===== src/rtl/branch_resolve_unit.sv =====
// branch_resolve_unit
//   In-order branch resolution queue for an RV32I out-of-order core.
//   Dispatched branches wait in a circular FIFO until both operands are
//   present. Operands come either from dispatch or from CDB snooping. The
//   head entry issues once both of its stored operands are valid. Its
//   outcome (taken, target, mispredict) is registered and presented for
//   exactly one cycle.
//
// Ports
//   clk, rst                    clock, async active-high reset
//   disp_valid / disp_ready     dispatch handshake (ready = queue not full)
//   disp_funct3, disp_pc,       branch kind, PC, sign-extended B-immediate
//   disp_imm
//   disp_rob_tag                ROB tag carried through to the resolution
//   disp_pred_taken             fetch-time prediction
//   disp_src{1,2}_valid/val/tag operand value, or producer tag if pending
//   cdb_valid, cdb_tag, cdb_data
//                               result broadcast snooped by pending operands
//   flush                       squash everything queued (synchronous)
//   res_valid, res_rob_tag, res_taken, res_target, res_mispredict
//                               registered resolution, one-cycle pulse
module branch_resolve_unit #(
  parameter int DEPTH = 4,
  parameter int TAG_W = 3
) (
  input  logic             clk,
  input  logic             rst,
  input  logic             disp_valid,
  output logic             disp_ready,
  input  logic [2:0]       disp_funct3,
  input  logic [31:0]      disp_pc,
  input  logic [31:0]      disp_imm,
  input  logic [TAG_W-1:0] disp_rob_tag,
  input  logic             disp_pred_taken,
  input  logic             disp_src1_valid,
  input  logic [31:0]      disp_src1_val,
  input  logic [TAG_W-1:0] disp_src1_tag,
  input  logic             disp_src2_valid,
  input  logic [31:0]      disp_src2_val,
  input  logic [TAG_W-1:0] disp_src2_tag,
  input  logic             cdb_valid,
  input  logic [TAG_W-1:0] cdb_tag,
  input  logic [31:0]      cdb_data,
  input  logic             flush,
  output logic             res_valid,
  output logic [TAG_W-1:0] res_rob_tag,
  output logic             res_taken,
  output logic [31:0]      res_target,
  output logic             res_mispredict
);

  localparam int PTR_W = (DEPTH > 1) ? $clog2(DEPTH) : 1;
  localparam int CNT_W = $clog2(DEPTH + 1);

  logic [PTR_W-1:0] head;
  logic [PTR_W-1:0] tail;
  logic [CNT_W-1:0] count;

  logic [DEPTH-1:0] e_valid;
  logic [DEPTH-1:0] e_pred;
  logic [DEPTH-1:0] e_s1v;
  logic [DEPTH-1:0] e_s2v;
  logic [2:0]       e_f3    [DEPTH];
  logic [31:0]      e_pc    [DEPTH];
  logic [31:0]      e_imm   [DEPTH];
  logic [TAG_W-1:0] e_tag   [DEPTH];
  logic [31:0]      e_s1    [DEPTH];
  logic [TAG_W-1:0] e_s1tag [DEPTH];
  logic [31:0]      e_s2    [DEPTH];
  logic [TAG_W-1:0] e_s2tag [DEPTH];

  logic        enq;
  logic        deq;
  logic        in_s1v;
  logic        in_s2v;
  logic [31:0] in_s1;
  logic [31:0] in_s2;
  logic        h_taken;
  logic [31:0] h_target;

  // Ready comes only from the registered count, so a full queue refuses a
  // dispatch even when the head is dequeuing in the same cycle.
  assign disp_ready = (count != CNT_W'(DEPTH));
  assign enq        = disp_valid & disp_ready & ~flush;

  // Eligibility looks only at stored operand-valid bits. A CDB capture
  // therefore makes the head eligible one cycle later.
  assign deq = e_valid[head] & e_s1v[head] & e_s2v[head] & ~flush;

  // Same-cycle forwarding: a broadcast matching a pending dispatch operand
  // is written into the new entry as already valid.
  assign in_s1v = disp_src1_valid | (cdb_valid & (cdb_tag == disp_src1_tag));
  assign in_s2v = disp_src2_valid | (cdb_valid & (cdb_tag == disp_src2_tag));
  assign in_s1  = disp_src1_valid ? disp_src1_val : cdb_data;
  assign in_s2  = disp_src2_valid ? disp_src2_val : cdb_data;

  always_comb begin
    logic [31:0] a;
    logic [31:0] b;
    a = e_s1[head];
    b = e_s2[head];
    h_taken = 1'b0;
    case (e_f3[head])
      3'b000:  h_taken = (a == b);
      3'b001:  h_taken = (a != b);
      3'b100:  h_taken = ($signed(a) <  $signed(b));
      3'b101:  h_taken = ($signed(a) >= $signed(b));
      3'b110:  h_taken = (a <  b);
      3'b111:  h_taken = (a >= b);
      default: h_taken = 1'b0;   // 010/011 are not branches: fall through
    endcase
    h_target = h_taken ? (e_pc[head] + e_imm[head]) : (e_pc[head] + 32'd4);
  end

  always_ff @(posedge clk or posedge rst) begin
    if (rst) begin
      head    <= '0;
      tail    <= '0;
      count   <= '0;
      e_valid <= '0;
      e_pred  <= '0;
      e_s1v   <= '0;
      e_s2v   <= '0;
      for (int i = 0; i < DEPTH; i++) begin
        e_f3[i]    <= '0;
        e_pc[i]    <= '0;
        e_imm[i]   <= '0;
        e_tag[i]   <= '0;
        e_s1[i]    <= '0;
        e_s1tag[i] <= '0;
        e_s2[i]    <= '0;
        e_s2tag[i] <= '0;
      end
    end else if (flush) begin
      head    <= '0;
      tail    <= '0;
      count   <= '0;
      e_valid <= '0;
    end else begin
      for (int i = 0; i < DEPTH; i++) begin
        if (e_valid[i] && cdb_valid) begin
          if (!e_s1v[i] && (e_s1tag[i] == cdb_tag)) begin
            e_s1v[i] <= 1'b1;
            e_s1[i]  <= cdb_data;
          end
          if (!e_s2v[i] && (e_s2tag[i] == cdb_tag)) begin
            e_s2v[i] <= 1'b1;
            e_s2[i]  <= cdb_data;
          end
        end
      end

      // The tail slot is always unoccupied when enq is high, so these
      // writes never collide with the snoop updates above.
      if (enq) begin
        e_valid[tail] <= 1'b1;
        e_f3[tail]    <= disp_funct3;
        e_pc[tail]    <= disp_pc;
        e_imm[tail]   <= disp_imm;
        e_tag[tail]   <= disp_rob_tag;
        e_pred[tail]  <= disp_pred_taken;
        e_s1v[tail]   <= in_s1v;
        e_s1[tail]    <= in_s1;
        e_s1tag[tail] <= disp_src1_tag;
        e_s2v[tail]   <= in_s2v;
        e_s2[tail]    <= in_s2;
        e_s2tag[tail] <= disp_src2_tag;
        tail          <= tail + PTR_W'(1);
      end

      if (deq) begin
        e_valid[head] <= 1'b0;
        head          <= head + PTR_W'(1);
      end

      case ({enq, deq})
        2'b10:   count <= count + CNT_W'(1);
        2'b01:   count <= count - CNT_W'(1);
        default: count <= count;
      endcase
    end
  end

  always_ff @(posedge clk or posedge rst) begin
    if (rst) begin
      res_valid      <= 1'b0;
      res_rob_tag    <= '0;
      res_taken      <= 1'b0;
      res_target     <= '0;
      res_mispredict <= 1'b0;
    end else if (flush) begin
      res_valid <= 1'b0;
    end else begin
      res_valid <= deq;
      if (deq) begin
        res_rob_tag    <= e_tag[head];
        res_taken      <= h_taken;
        res_target     <= h_target;
        res_mispredict <= h_taken ^ e_pred[head];
      end
    end
  end

endmodule


===== config.mk =====
export PLATFORM = sky130hd
export DESIGN_NAME = branch_resolve_unit
export DESIGN_NICKNAME = d
export VERILOG_FILES = /design/src/rtl/branch_resolve_unit.sv
export SDC_FILE = /design/constraint.sdc
export NUM_CORES = 2
export LEC_CHECK = 0
export ABC_AREA = 1
export CAP_MARGIN = 5
export CORE_ASPECT_RATIO = 1.4
export CORE_MARGIN = 1
export CORE_UTILIZATION = 45
export CTS_CLUSTER_DIAMETER = 80
export DETAILED_ROUTE_END_ITERATION = 8
export PLACE_DENSITY = 0.73
export SLEW_MARGIN = 20
export SYNTH_ARGS = -nofsm -noshare
export SYNTH_HDL_FRONTEND = slang
export SYNTH_SLANG_ARGS = --single-unit

===== constraint.sdc =====
create_clock -name clk -period 23.8 [get_ports clk]
set_input_delay 2.38 -clock clk [delete_from_list [all_inputs] [get_ports clk]]
set_output_delay 2.38 -clock clk [all_outputs]
set_load 0.02 [all_outputs]

# Word-level counts from Yosys, hierarchy flattened
# Index checks and enable logic that the tools add are counted.
[word_totals]
reg_bits = 621
latch_bits = 0
ram_bits = 0
mem_bits_ro = 0
in_bits = 183
out_inout_bits = 39
wordCells = 238
n_memories = 0
[classes]
add_sub_neg = 6
multipliers = 0
div_mod_pow = 0
magnitude_cmp = 11
n_eq_ne = 20
n_shift = 0
n_mux = 112
bitwise_logic = 16
n_reduce_logical = 29
[op_table]
columns = ["op", "count"]
rows = [
  ["32-bit two-way mux", 36],
  ["128-bit bitwise mux", 4],
  ["32-bit binary-select mux with 2-bit select", 4],
  ["128-bit two-way mux", 2],
  ["32-bit demux with 2-bit select", 1],
  ["32-bit >= comparator", 2],
  ["32-bit less-than comparator", 2],
  ["12-bit bitwise mux", 4],
  ["32-bit by 3-bit adder with 32-bit output, second input constant", 1],
  ["32-bit adder", 1],
  ["32-bit equality test", 1],
  ["32-bit != test", 1],
  ["1-bit two-way mux", 31],
  ["3-bit equality test", 10],
  ["4-bit two-way mux", 6],
  ["3-bit two-way mux", 6],
  ["1-bit logical AND", 15],
  ["3-bit binary-select mux with 2-bit select", 2],
  ["4-bit bitwise mux", 3],
  ["3-bit equality test, second input constant", 4],
  ["1-bit binary-select mux with 2-bit select", 4],
  ["1-bit logical NOT", 8],
  ["2-bit two-way mux", 4],
  ["1-bit bitwise AND", 7],
  ["other kinds (26)", 35],
]

# Longest topological paths before layout
[logic_depth]
ltp_word = 10
depth_mapped = 28
mapped_depth_nobuf = 22

# Worst setup path after synthesis
# Ideal clock, no wire load.
[synth_timing]
path_kind = "input -> register"
start = "input cdb_tag[2]"
end = "register e_s1[110] in the netlist's numbering"
setup_ns = 0.123
arrival_time_ns = 3.804
required_time_ns = 23.677
path_slack_ns = 19.873
path_stages = 11
n_path_buf = 3
cell_sequence = "buf_2 -> xor2_1 -> nor3_1 -> o2111ai_1 -> or2_2 -> buf_2 -> buf_2 -> nand2_1 -> o21ai_0 -> o21ai_0 -> nand2_1"
[synth_between]
elab_chain_cells = 7
[synth_rtl]
columns = ["element", "line_no", "text"]
rows = [
  ["start, declared", "42", "input logic [TAG_W-1:0] cdb_tag,"],
  ["3-bit equality test *", "142", "if (!e_s1v[i] && (e_s1tag[i] == cdb_tag)) begin"],
  ["1-bit logical AND *", "142", ""],
  ["32-bit two-way mux *", "142", ""],
  ["32-bit two-way mux *", "141", "if (e_valid[i] && cdb_valid) begin"],
  ["32-bit two-way mux *", "134", "end else if (flush) begin"],
  ["128-bit bitwise mux", "163", "e_s1[tail] <= in_s1;"],
  ["128-bit two-way mux *", "155", "if (enq) begin"],
  ["end signal, assigned by index", "144", "e_s1[i] <= cdb_data;"],
  ["end signal, assigned by index", "163", ""],
  ["end, declared", "67", "logic [31:0] e_s1 [DEPTH];"],
]
# Mark *: on every way between the ends. The rest lies on a longest branch, timed or not. The select of a mux whose other input is x is not followed.
# A chain may end at the register's enable or synchronous reset.

# Final worst setup path
[layout_timing]
start = "register head[1]"
end = "register res_mispredict"
[layout_between]
elab_chain_cells = 7
word_cells_on_any_way = 36
classes_between = "order compare (4); eq/ne (7); mux (18); bitwise (5); reduce/logical (2)"
[layout_rtl]
columns = ["element", "line_no", "text"]
rows = [
  ["start, declared", "55", "logic [PTR_W-1:0] head;"],
  ["start signal, assigned", "173", "head <= head + PTR_W'(1);"],
  ["2-bit NOT with 3-bit output (implied by the code)", "100, 101, 103", ""],
  ["32-bit binary-select mux with 2-bit select (tied with other cells)", "100", "a = e_s1[head];"],
  ["32-bit two-way mux (implied by the code) (tied with other cells) (2 in a row)", "100", ""],
  ["32-bit >= comparator (tied with other cells)", "109", "3'b111: h_taken = (a >= b);"],
  ["1-bit case mux with 6 select lines", "103", "case (e_f3[head])"],
  ["1-bit bitwise XOR", "199", "res_mispredict <= h_taken ^ e_pred[head];"],
  ["end signal, assigned", "199", ""],
  ["end, declared", "49", "output logic res_mispredict"],
]
# Parallel ways exist; a longest one is shown, timed or not. The select of a mux whose other input is x is not followed.

==> metrics.cfg <==
[run_status]
status=complete, no violations

[yosys]
syn_nets=5423
synth_simple_gate_area_share_pct=22.7
seq_area_frac_synth_pct=42.5
ys_types=52
synthAdderAreaFrac_pct=2.57
yosys_warnings=0
synthXorXnorAreaFrac_pct=1.48
syn_area_per_cell_um2=7.08
synth_mux_area_share_pct=0.157
synth_cells=5166
syn-cell-area_mm2=0.0366
synth_compound_area_share_pct=23.2
synth_top_family_by_area=compound AO/OA/AOI/OAI gates
ys_seq_elements=621

[pwr]
p_clk_share_pct=22.1
power_density_mw_per_mm2=118
power_switching_share_pct=43.0
p_switching_uw=2090
p_int_uw=2770
combPwrFrac_pct=43.0
leakage_uw=0.0199
pwr-share-seq_pct=34.8
max-vdd-ir-drop_mv=0.0936
p_total_uw=4860

[global_route]
grtUsageMet3_pct=4.75
grt_overflow=0
antenna_found_initial=10
grt_util_met2_pct=49.6
grtUsageTotal_pct=29.4
grt-busiest-layer=met2
use_met1_pct=34.9
grt_max_degree=211
grt_pass1_vias=33500
grt_pass1_wl_um=192000

[placed_design]
hpwl_um=78000
globalplace.congestion=0.971
port_buffers=221
dp.cells=6128

[run]
max_cap_viol_count=0

[setup_path]
slowest_stage=dfrtp_4
worstSetupEndpointType=flop
critical_path_class=reg -> reg
path_cells=inv_4 -> buf_4 -> buf_4 -> o21ai_0 -> o22ai_1 -> ha_1 -> a21oi_1 -> nand2_1 -> nand2_1 -> nand2_1 -> a21oi_1 -> nand3_1 -> o21ai_1 -> nand2_2 -> nor2_8 -> nand2_4 -> nor2_1 -> nand2_1 -> nand2_1
cpPeakStageDelay_ns=0.75
worst_setup_path_start_kind=flop
cp_common_cell=nand2_1
cpLargestDelayFamily=buffers and inverters
crit_required_ns=24.35
cp_max_fo=56
crit_buf_inv=3
cp_data_arrival_time_ns=6.37

[clocking]
post_cts_resize_count=0
clockBufferDepth=3
cts_buffers=70
clock_latency_ns=0.62
tritoncts=done
clock-sinks=621
post_cts_buffers=0
clk_pin_slew_worst_paths_ns=0.06
clock-root-buffer=clkbuf_16
htree_levels=3
postCtsHoldBufs=0

[floorplan]
dieArea_mm2=0.0824
ios=222
die_width_um=243
start_util_pct=45.5
core_area_mm2=0.0803
die_h_um=339
num_rows=123

[final_layout]
instances_no_fill=6254
layout.nets=5395
mostFrequentLayoutCell=nand2_1
mostFrequentLayoutCells=1,573 x nand2_1, 1,130 x o21ai_0, 619 x dfrtp_1
area_growth_pct=12.5
drive_gt1_share_pct=4.16

[worst_hold_path]
hold_path_class=reg -> reg

[detailed_routing]
drt-wirelength-per-cell_um=19.7
drtIter0Drc=3660
routed_via_density=5.66
firstDrtPassIters=6
vias=35400
route.detailed.drc=0
totalWireLength_um=123000
postRouteAntennaNets=0

[sta]
period_share_pct=24.5
clock_skew_ns=0.0254
slew_headroom_pct=24.3
holdWs_ns=0.474
setup_tns_ns=0
finalHoldViolCount=0
max_freq_ghz=0.172
slew_violations=0
setup_viol=0
rsz0062_at_grt=false
tightest_slew_ns=1.14
period_needed_ns=5.83

[worst min-delay path, delay by kind of cell (launching register included)]
family | cells | cell delay, ns
DFF | 1 | 0.34
and+or+nand+nor | 2 | 0.10
[power by group through the flow]
stage                     sequential (uW)  combinational [uW]  clock (uW)
after floorplan                      1670                1420           0
after global placement               1690                2030           0
after detailed placement             1700                2060           0
after CTS                            1690                2070        1090
after global routing                 1740                2320        1130
final                                1690                2090        1070
[stage by stage]
stage	util, %	worst slack [ns]	area, um2
detailed placement	48.4	17.98	38900
finish	51.2	17.97	41200
global placement	48.4	18.02	38900
global route	51.2	17.45	41100
CTS	51.2	18.05	41100
floorplan	-	4.03	36600
[area by class of cell]
type                       count  area (um2)
clock buffer                 102        2000
inverter                     304        1170
antenna                        4        10.0
tap                         1062        1330
clock inverter                20         220
multi-input combinational   3880       18300
timing repair buffer         261        2540
sequential                   621       15500
fill                        7903       39200
[worst paths after layout]
| path | from | to | slack (ns) | cells after the start |
|---|---|---|---|---|
| setup / recovery | head[1]$_DFFE_PP0P_ | res_mispredict$_DFFE_PP0P_ | 17.97 | 19 |
| hold / removal | res_rob_tag[0]$_DFFE_PP0P_ | res_rob_tag[0]$_DFFE_PP0P_ | 0.47 | 2 |
| setup reg to reg | head[1]$_DFFE_PP0P_ | res_mispredict$_DFFE_PP0P_ | 17.97 | 19 |
| hold reg to reg | res_rob_tag[0]$_DFFE_PP0P_ | res_rob_tag[0]$_DFFE_PP0P_ | 0.47 | 2 |
| max in group asynchronous | rst | head[1]$_DFFE_PP0P_ | 19.00 | 4 |
| min in group asynchronous | rst | e_imm[5]$_DFFE_PP0P_ | 2.39 | 2 |
[cell families (layout without fill, tap and decap cells)]
group,Yosys count,in the layout
flip-flops,621,621
multiplexers,5,5
buffers and inverters,665,687
AND/OR/NAND/NOR,2093,2093
adder cells (fa/ha/maj),74,74
XOR/XNOR,62,62
AO/OA/AOI/OAI,1646,1646
other,0,4
[flip-flops by register name, indices dropped and copies added, names as in the netlist, 2 cells and up]
| register | cells |
|---|---|
| count | 3 |
| e_f3 | 12 |
| e_imm | 128 |
| e_pc | 128 |
| e_pred | 4 |
| e_s1 | 128 |
| e_s1tag | 12 |
| e_s1v | 4 |
| e_s2 | 128 |
| e_s2tag | 12 |
| e_s2v | 4 |
| e_tag | 12 |
| e_valid | 4 |
| head | 2 |
| res_rob_tag | 3 |
| res_target | 32 |
| tail | 2 |
[routing by layer]
layer / vias up / wire length, um
met5: - / 79
met4: 12 / 8410
met3: 325 / 8680
met2: 1430 / 59200
met1: 16700 / 46700
li1: 17000 / -
[synthesized netlist by cell type, drive strengths merged]
cell	instances	area, um2
a21boi	2	15.0
a21o	10	75.1
a21oi	358	1790
a22oi	4	30.0
a31oi	3	18.8
a32o	1	10.0
a32oi	4	35.0
a41oi	2	17.5
and2	1	8.76
and3	1	6.26
buf	98	593
clkbuf	263	987
clkinv	4	15.0
dfrtp	621	15500
fa	2	40.0
ha	72	901
inv	300	1130
mux2i	5	57.6
nand2	1590	6010
nand3	129	646
nand3b	7	52.6
nand4	14	87.6
nor2	322	1290
nor3	19	121
o2111ai	6	52.6
o211ai	9	72.6
o21a	1	7.51
o21ai	1171	5870
o21bai	6	48.8
o221ai	1	8.76
o22ai	68	425
or2	10	62.6
xnor2	26	228
xor2	36	315
Power figures use the tool's default switching activity.
